[src/rtl/neuron_config_loader_pkg.sv]
// rtl/neuron_config_loader_pkg.sv - shared state encoding and count width for the neuron config loader
package neuron_config_loader_pkg;

    localparam int CNT_W = 16;

    typedef enum logic [1:0] {
        ST_IDLE   = 2'd0,
        ST_LOAD_W = 2'd1,
        ST_LOAD_B = 2'd2,
        ST_FINISH = 2'd3
    } state_e;

endpackage

[src/rtl/neuron_config_loader.sv]
// rtl/neuron_config_loader.sv - streams weights and a bias per neuron into a layer's neurons
module neuron_config_loader
    import neuron_config_loader_pkg::*;
(
    input  logic        clk,
    input  logic        rst_n,
    input  logic        start,
    input  logic [31:0] layer_num,
    input  logic [15:0] num_neurons,
    input  logic [15:0] num_weights,
    input  logic [31:0] in_data,
    input  logic        in_valid,
    output logic        in_ready,
    output logic        weightValid,
    output logic        biasValid,
    output logic [31:0] weightValue,
    output logic [31:0] biasValue,
    output logic [31:0] config_layer_num,
    output logic [31:0] config_neuron_num,
    output logic        busy,
    output logic        done,
    output logic        err
);

    state_e             state_q, state_d;
    logic [31:0]        layer_q, layer_d;
    logic [CNT_W-1:0]   nn_q, nn_d;
    logic [CNT_W-1:0]   nw_q, nw_d;
    logic [CNT_W-1:0]   wcnt_q, wcnt_d;
    logic [CNT_W-1:0]   ncnt_q, ncnt_d;
    logic [CNT_W-1:0]   cnrn_q, cnrn_d;
    logic               err_q, err_d;
    logic               wv_q, wv_d;
    logic               bv_q, bv_d;
    logic [31:0]        wval_q, wval_d;
    logic [31:0]        bval_q, bval_d;
    logic               beat;

    assign in_ready = (state_q == ST_LOAD_W) || (state_q == ST_LOAD_B);
    assign beat     = in_valid && in_ready;

    always_comb begin
        state_d = state_q;
        layer_d = layer_q;
        nn_d    = nn_q;
        nw_d    = nw_q;
        wcnt_d  = wcnt_q;
        ncnt_d  = ncnt_q;
        cnrn_d  = cnrn_q;
        err_d   = err_q;
        wv_d    = 1'b0;
        bv_d    = 1'b0;
        wval_d  = wval_q;
        bval_d  = bval_q;
        case (state_q)
            ST_IDLE: begin
                if (start) begin
                    layer_d = layer_num;
                    nn_d    = num_neurons;
                    nw_d    = num_weights;
                    wcnt_d  = '0;
                    ncnt_d  = '0;
                    err_d   = (num_neurons == '0) || (num_weights == '0);
                    state_d = err_d ? ST_FINISH : ST_LOAD_W;
                end
            end
            ST_LOAD_W: begin
                if (beat) begin
                    wv_d   = 1'b1;
                    wval_d = in_data;
                    cnrn_d = ncnt_q;
                    // compare against count-1 so a count of 65535 never needs a 17th bit
                    if (wcnt_q == nw_q - CNT_W'(1)) begin
                        wcnt_d  = '0;
                        state_d = ST_LOAD_B;
                    end else begin
                        wcnt_d = wcnt_q + CNT_W'(1);
                    end
                end
            end
            ST_LOAD_B: begin
                if (beat) begin
                    bv_d   = 1'b1;
                    bval_d = in_data;
                    cnrn_d = ncnt_q;
                    if (ncnt_q == nn_q - CNT_W'(1)) begin
                        state_d = ST_FINISH;
                    end else begin
                        ncnt_d  = ncnt_q + CNT_W'(1);
                        state_d = ST_LOAD_W;
                    end
                end
            end
            ST_FINISH: state_d = ST_IDLE;
            default:   state_d = ST_IDLE;
        endcase
    end

    always_ff @(posedge clk or negedge rst_n) begin
        if (!rst_n) begin
            state_q <= ST_IDLE;
            layer_q <= '0;
            nn_q    <= '0;
            nw_q    <= '0;
            wcnt_q  <= '0;
            ncnt_q  <= '0;
            cnrn_q  <= '0;
            err_q   <= 1'b0;
            wv_q    <= 1'b0;
            bv_q    <= 1'b0;
            wval_q  <= '0;
            bval_q  <= '0;
        end else begin
            state_q <= state_d;
            layer_q <= layer_d;
            nn_q    <= nn_d;
            nw_q    <= nw_d;
            wcnt_q  <= wcnt_d;
            ncnt_q  <= ncnt_d;
            cnrn_q  <= cnrn_d;
            err_q   <= err_d;
            wv_q    <= wv_d;
            bv_q    <= bv_d;
            wval_q  <= wval_d;
            bval_q  <= bval_d;
        end
    end

    assign weightValid       = wv_q;
    assign biasValid         = bv_q;
    assign weightValue       = wval_q;
    assign biasValue         = bval_q;
    assign config_layer_num  = layer_q;
    assign config_neuron_num = {{(32-CNT_W){1'b0}}, cnrn_q};
    assign busy              = in_ready;
    assign done              = (state_q == ST_FINISH);
    assign err               = (state_q == ST_FINISH) && err_q;

endmodule

[config.mk]
export PLATFORM = sky130hd
export DESIGN_NAME = neuron_config_loader
export DESIGN_NICKNAME = d
export VERILOG_FILES = /design/src/rtl/neuron_config_loader_pkg.sv /design/src/rtl/neuron_config_loader.sv
export SDC_FILE = /design/constraint.sdc
export NUM_CORES = 1
export LEC_CHECK = 0
export ABC_AREA = 1
export BUFFER_PORTS_ARGS = -buffer_cell sky130_fd_sc_hd__buf_2
export CAP_MARGIN = 20
export CORE_MARGIN = 2
export CORE_UTILIZATION = 57
export DETAILED_ROUTE_END_ITERATION = 10
export GPL_TIMING_DRIVEN = 0
export PLACE_DENSITY_LB_ADDON = 0.2
export SYNTH_ARGS = -nofsm -noshare
export SYNTH_HDL_FRONTEND = slang
export SYNTH_SLANG_ARGS = --single-unit
[constraint.sdc]
create_clock -name clk -period 3.4 [get_ports clk]
set_input_delay 0.51 -clock clk [delete_from_list [all_inputs] [get_ports clk]]
set_output_delay 0.51 -clock clk [all_outputs]
set_load 0.01 [all_outputs]
# Word-level counts from Yosys, hierarchy flattened
# Cells that the tools add are included.
# W data, S select, Z words.
dict set report word_totals {
  inputBits 100
  mem_bits_rw 0
  latch_bits 0
  mem_bits_ro 0
  wordCells 60
  ff_bits 181
  out_inout_bits 134
  mem_count 0
}
dict set report classes {
  mux 17
  mul 0
  add_sub_neg 4
  n_reduce_logical 17
  shift 0
  n_bitwise 0
  div_mod_pow 0
  n_lt_le_gt_ge 0
  eq_ne 10
}
# operator n
set op_table {}
lappend op_table {{$mux W16} 5}
lappend op_table {{$pmux W16 S2} 2}
lappend op_table {{$add A16 B1 Y16 const B} 2}
lappend op_table {{$eq A16 B16 Y1} 2}
lappend op_table {{$logic_not A16 Y1} 2}
lappend op_table {{$sub A16 B1 Y16 const B} 2}
lappend op_table {{$mux W2} 6}
lappend op_table {{$ne A2 B2 Y1 const B} 4}
lappend op_table {{$pmux W2 S4} 1}
lappend op_table {{$reduce_and A2 Y1} 4}
lappend op_table {{$reduce_and A4 Y1} 2}
lappend op_table {{$eq A2 B2 Y1 const B} 2}
lappend op_table {{$reduce_bool A2 Y1} 2}
lappend op_table {{$mux W1} 3}
lappend op_table {{$reduce_and A3 Y1} 1}
lappend op_table {{$eq A2 B1 Y1 const B} 1}
lappend op_table {{$logic_and A1 B1 Y1} 2}
lappend op_table {{$logic_not A2 Y1} 1}
lappend op_table {{$logic_or A1 B1 Y1} 2}
lappend op_table {{$ne A2 B1 Y1 const B} 1}
lappend op_table {{$reduce_or A2 Y1} 1}

# Longest topological paths before layout
dict set report depth {
  word_depth 5
  ltp_mapped 16
  depth_no_buf 16
}

# Least setup slack after synthesis
# OpenSTA, ideal clock, no wires.
dict set report synth_timing {
  kind {register -> register}
  from {register state_q[0]}
  to {register wcnt_q[14]}
  arrival_ps 1937
  path_slack_ps 1385
  stages_incl_launch_ff 15
  setup_ps 77
  period_less_slack_ps 2015
  path_buffers 0
  path_cell_list {dfrtp_1 > inv_1 > ha_1 > nand2_2 > nand2_1 > nand3b_4 > clkinv_2 > nand3_2 > nor2_2 > nand3_2 > nor2_2 > nand3_1 > nand2_1 > nand2_1 > a21oi_1}
}
dict set report synth_between {
  elab_chain_cells 5
  word_cells_on_any_way 10
}
# element line
set synth_rtl {}
lappend synth_rtl {{start, declared} neuron_config_loader.sv:25} ;# state_e state_q, state_d;
lappend synth_rtl {{start signal, assigned} neuron_config_loader.sv:114} ;# state_q <= state_d;
lappend synth_rtl {{$eq A2 B1 Y1 or $eq A2 B2 Y1 (tied branches)} neuron_config_loader.sv:39} ;# assign in_ready = (state_q == ST_LOAD_W) || (state_q == ST_LOAD_B);
lappend synth_rtl {{$logic_or A1 B1 Y1 (*)} neuron_config_loader.sv:39}
lappend synth_rtl {{net busy} neuron_config_loader.sv:20} ;# output logic busy,
lappend synth_rtl {{$logic_and A1 B1 Y1 (*)} neuron_config_loader.sv:40} ;# assign beat = in_valid && in_ready;
lappend synth_rtl {{$ne A2 B2 Y1 (no source line) (*)} -}
lappend synth_rtl {{$reduce_and A3 Y1 (no source line) (*)} -}
lappend synth_rtl {{end signal, assigned} neuron_config_loader.sv:118} ;# wcnt_q <= wcnt_d;
lappend synth_rtl {{end, declared} neuron_config_loader.sv:29} ;# logic [CNT_W-1:0] wcnt_q, wcnt_d;
# Mark *: on every way through the listed nets, which the timed path passes. The rest lies on a longest branch.
# A chain may end at the register's enable or synchronous reset.

# Worst setup path in the final report
dict set report layout_timing {
  from {register state_q[0]}
  to {register nn_q[9]}
}
dict set report layout_between {
  elab_chain_cells 2
}
# element line
set layout_rtl {}
lappend layout_rtl {{$logic_not A2 Y1} neuron_config_loader.sv:55} ;# case (state_q)
lappend layout_rtl {{$reduce_and A2 Y1 (no source line)} -}
lappend layout_rtl {{end signal, assigned} neuron_config_loader.sv:116} ;# nn_q <= nn_d;
lappend layout_rtl {{end, declared} neuron_config_loader.sv:27} ;# logic [CNT_W-1:0] nn_q, nn_d;
# No other way between the ends.

==> flow_summary.json <==
{
  "status": "finished, final reports clean",
  "drt_pass1_iterations": 5,
  "area_growth_pct": 23.1,
  "drive_above_1_share": 0.286,
  "synth_edf_count": 0,
  "grt_use_total": 0.278,
  "synth_top_family_by_area": "simple AND/OR/NAND/NOR gates",
  "synthTopCellsByCount": "262 x nand2_1, 181 x dfrtp_1, 105 x inv_1",
  "hpwl_um": 17200,
  "swShare": 0.398,
  "antennaDiodeCount": 0,
  "r2r-start": "state_q[0]",
  "ys_top_cells_by_area": "dfrtp_1 51%, nand2_1 11%, mux2_2 5.9%",
  "clk_latency_ns": 0.43,
  "grt_max_degree": 110,
  "ys_async_sr_fraction": 1.00,
  "die_w_um": 129,
  "leakage_uw": 0.00569,
  "die-area_mm2": 0.0167,
  "vias": 7775,
  "regToRegSetupSlack_ns": 0.74,
  "yosys_register_bits": 181,
  "worst-path-max-fanout": 10,
  "place_congestion": 0.853,
  "critical_path_class": "reg2reg",
  "synth_simple_gate_area_frac": 0.228,
  "cts.sinks": 181,
  "drv_slew": 0,
  "relSlewSlack": 0.469,
  "clkTransAtPathRegs_ns": 0.07,
  "port_buffers": 217,
  "worst_slack_ns": 0.741,
  "tightest_slew_ns": 0.797,
  "wl_um": 22700,
  "dp.cells": 1473,
  "yosys.area.top_type": "dfrtp_1",
  "hold_path_class": "in2async",
  "maxCapViolCount": 0,
  "synth_top_area_frac": 0.508,
  "min_period_over_period": 0.782,
  "yosys_most_used_dff": "dfrtp_1",
  "ys.warnings.count": 0,
  "ant_nets": 0,
  "instances_no_fill": 1505,
  "clock_power_share": 0.223,
  "rows": 45,
  "cts_resized": 0,
  "syn_inst": 1029,
  "max-vdd-ir-drop_uv": 566,
  "synth_compound_area_frac": 0.0777,
  "cts_buffers": 17,
  "period_minus_slack_ns": 2.66,
  "startpoint_type": "register",
  "cp-end-kind": "register",
  "synth_fa_ha_area_frac": 0.0112,
  "power_density_mw_per_mm2": 827,
  "required_ns": 3.69,
  "netlist_area_mm2": 0.00892,
  "synth_xor_area_frac": 0.0363,
  "antenna_found_initial": 0,
  "dp_slack_ns": 0.778,
  "seq_area_frac_synth": 0.508,
  "avgRoutedWirePerCell_um": 15.1,
  "core_area_mm2": 0.0153,
  "cts_setup_buffers": 0,
  "cts_hold_buf": 0,
  "drc_errors": 0,
  "avgSynthCellArea_um2": 8.67,
  "r2r_cells": 7,
  "combPwrFrac": 0.395,
  "io_pins": 234,
  "p_sw_uw": 3610,
  "p_int_uw": 5470,
  "seqPwrFrac": 0.381,
  "nets": 1389,
  "start_util": 0.585,
  "rsz0062_at_grt": "false",
  "synth_cell_types": 37,
  "overflow": 0,
  "fp.dieH_um": 129,
  "htreeDepth": 4,
  "p_total_uw": 9080,
  "viasPerCell": 5.17,
  "cts_tree": "built",
  "tns_ns": 0,
  "synthMuxAreaShare": 0.0593,
  "hold_violations": 0,
  "fin_skew_ns": 0.0114,
  "rr_endpoint": "nn_q[9]",
  "fmax_ghz": 0.376,
  "critPathArrivalTime_ns": 2.95,
  "setup_violations": 0,
  "grt_pass1_wl_um": 36300,
  "grt_pass1_vias": 7457,
  "first_iter_violations": 444,
  "cts_buffer_depth": 2,
  "synth.most_common_cell": "nand2_1",
  "root_buffer": "clkbuf_16"
}
## cells in the final DEF (no fill, tap or decap), drive strengths merged, types with 10 or more instances in the layout
master  instances
nand4          12
o21ai          96
xnor2          12
nand3          38
buf           241
inv           114
nand3b         10
xor2           25
dfrtp         181
conb           16
nand2         280
nor2          101
a21oi          31
mux2           47
clkbuf         47
nor4           11
## state kept, by name (all words and copies together), names as in the netlist
name	flops
biasValid	1
biasValue	32
cnrn_q	16
config_layer_num	32
err_q	1
ncnt_q	16
nn_q	16
nw_q	16
state_q	2
wcnt_q	16
weightValid	1
weightValue	32
## stage by stage
| step | hold slack, ns | util | cell area (um2) |
|---|---|---|---|
| detailed placement | 0.468 | 0.679 | 10400 |
| CTS | 0.0564 | 0.720 | 11000 |
| global route | 0.0844 | 0.720 | 11000 |
| global placement | 0.461 | 0.677 | 10300 |
| finish | 0.0209 | 0.720 | 11000 |
| floorplan | 0.214 | - | 8980 |
## cell type report
cell class,count,area (um2)
buffer,52,298
clock buffer,18,439
clock inverter,14,179
fill,1191,4270
inverter,109,410
multi-input combinational,702,3740
sequential,181,4530
tap,211,264
timing repair buffer,218,1120
## how the worst max path moves through the flow
stage | from | endpoint | slack, ns | cells after the start
finish | state_q[0] | nn_q[9] | 0.74 | 7
global route | state_q[1] | nn_q[2] | 0.49 | 7
CTS | state_q[0] | nn_q[9] | 0.76 | 7
detailed placement | state_q[0] | nn_q[3] | 0.78 | 7
global placement | rst_n | config_layer_num[17] | -1.06 | 1
floorplan | state_q[0] | wcnt_q[14] | 1.39 | 14
## logic make-up (layout without fill, tap and decap cells)
| group | Yosys count | in the layout |
|---|---|---|
| xor+xnor | 37 | 37 |
| simple gates | 464 | 464 |
| flops | 181 | 181 |
| other cells | 1 | 16 |
| compound gates | 130 | 130 |
| buf+inv | 161 | 411 |
| mux | 47 | 47 |
| fa+ha+maj | 8 | 8 |
## power by group through the flow
stage | Sequential (uW) | Combinational [uW] | Clock, uW
finish | 3460 | 3590 | 2030
global route | 3560 | 3980 | 2150
detailed placement | 3470 | 3600 | 0
floorplan | 3670 | 2040 | 0
CTS | 3450 | 3610 | 2060
global placement | 3450 | 3480 | 0
## worst max-delay path, stage by stage (launching register included)
cell	delay, ns
dfrtp_1	0.40
inv_1	0.09
ha_1	0.25
nand2_1	0.09
clkbuf_1	0.45
clkbuf_1	0.67
buf_1	0.44
a21oi_1	0.13
## per-layer routing
metal / routed length, um / vias to the layer above / global-route usage
met5: 0 / - / 0
met1: 9500 / 3700 / 0.360
li1: - / 3749 / -
met2: 10900 / 283 / 0.446
met3: 1730 / 43 / 0.0826
met4: 574 / 0 / 0.105
(Power assumes the default switching activity.)
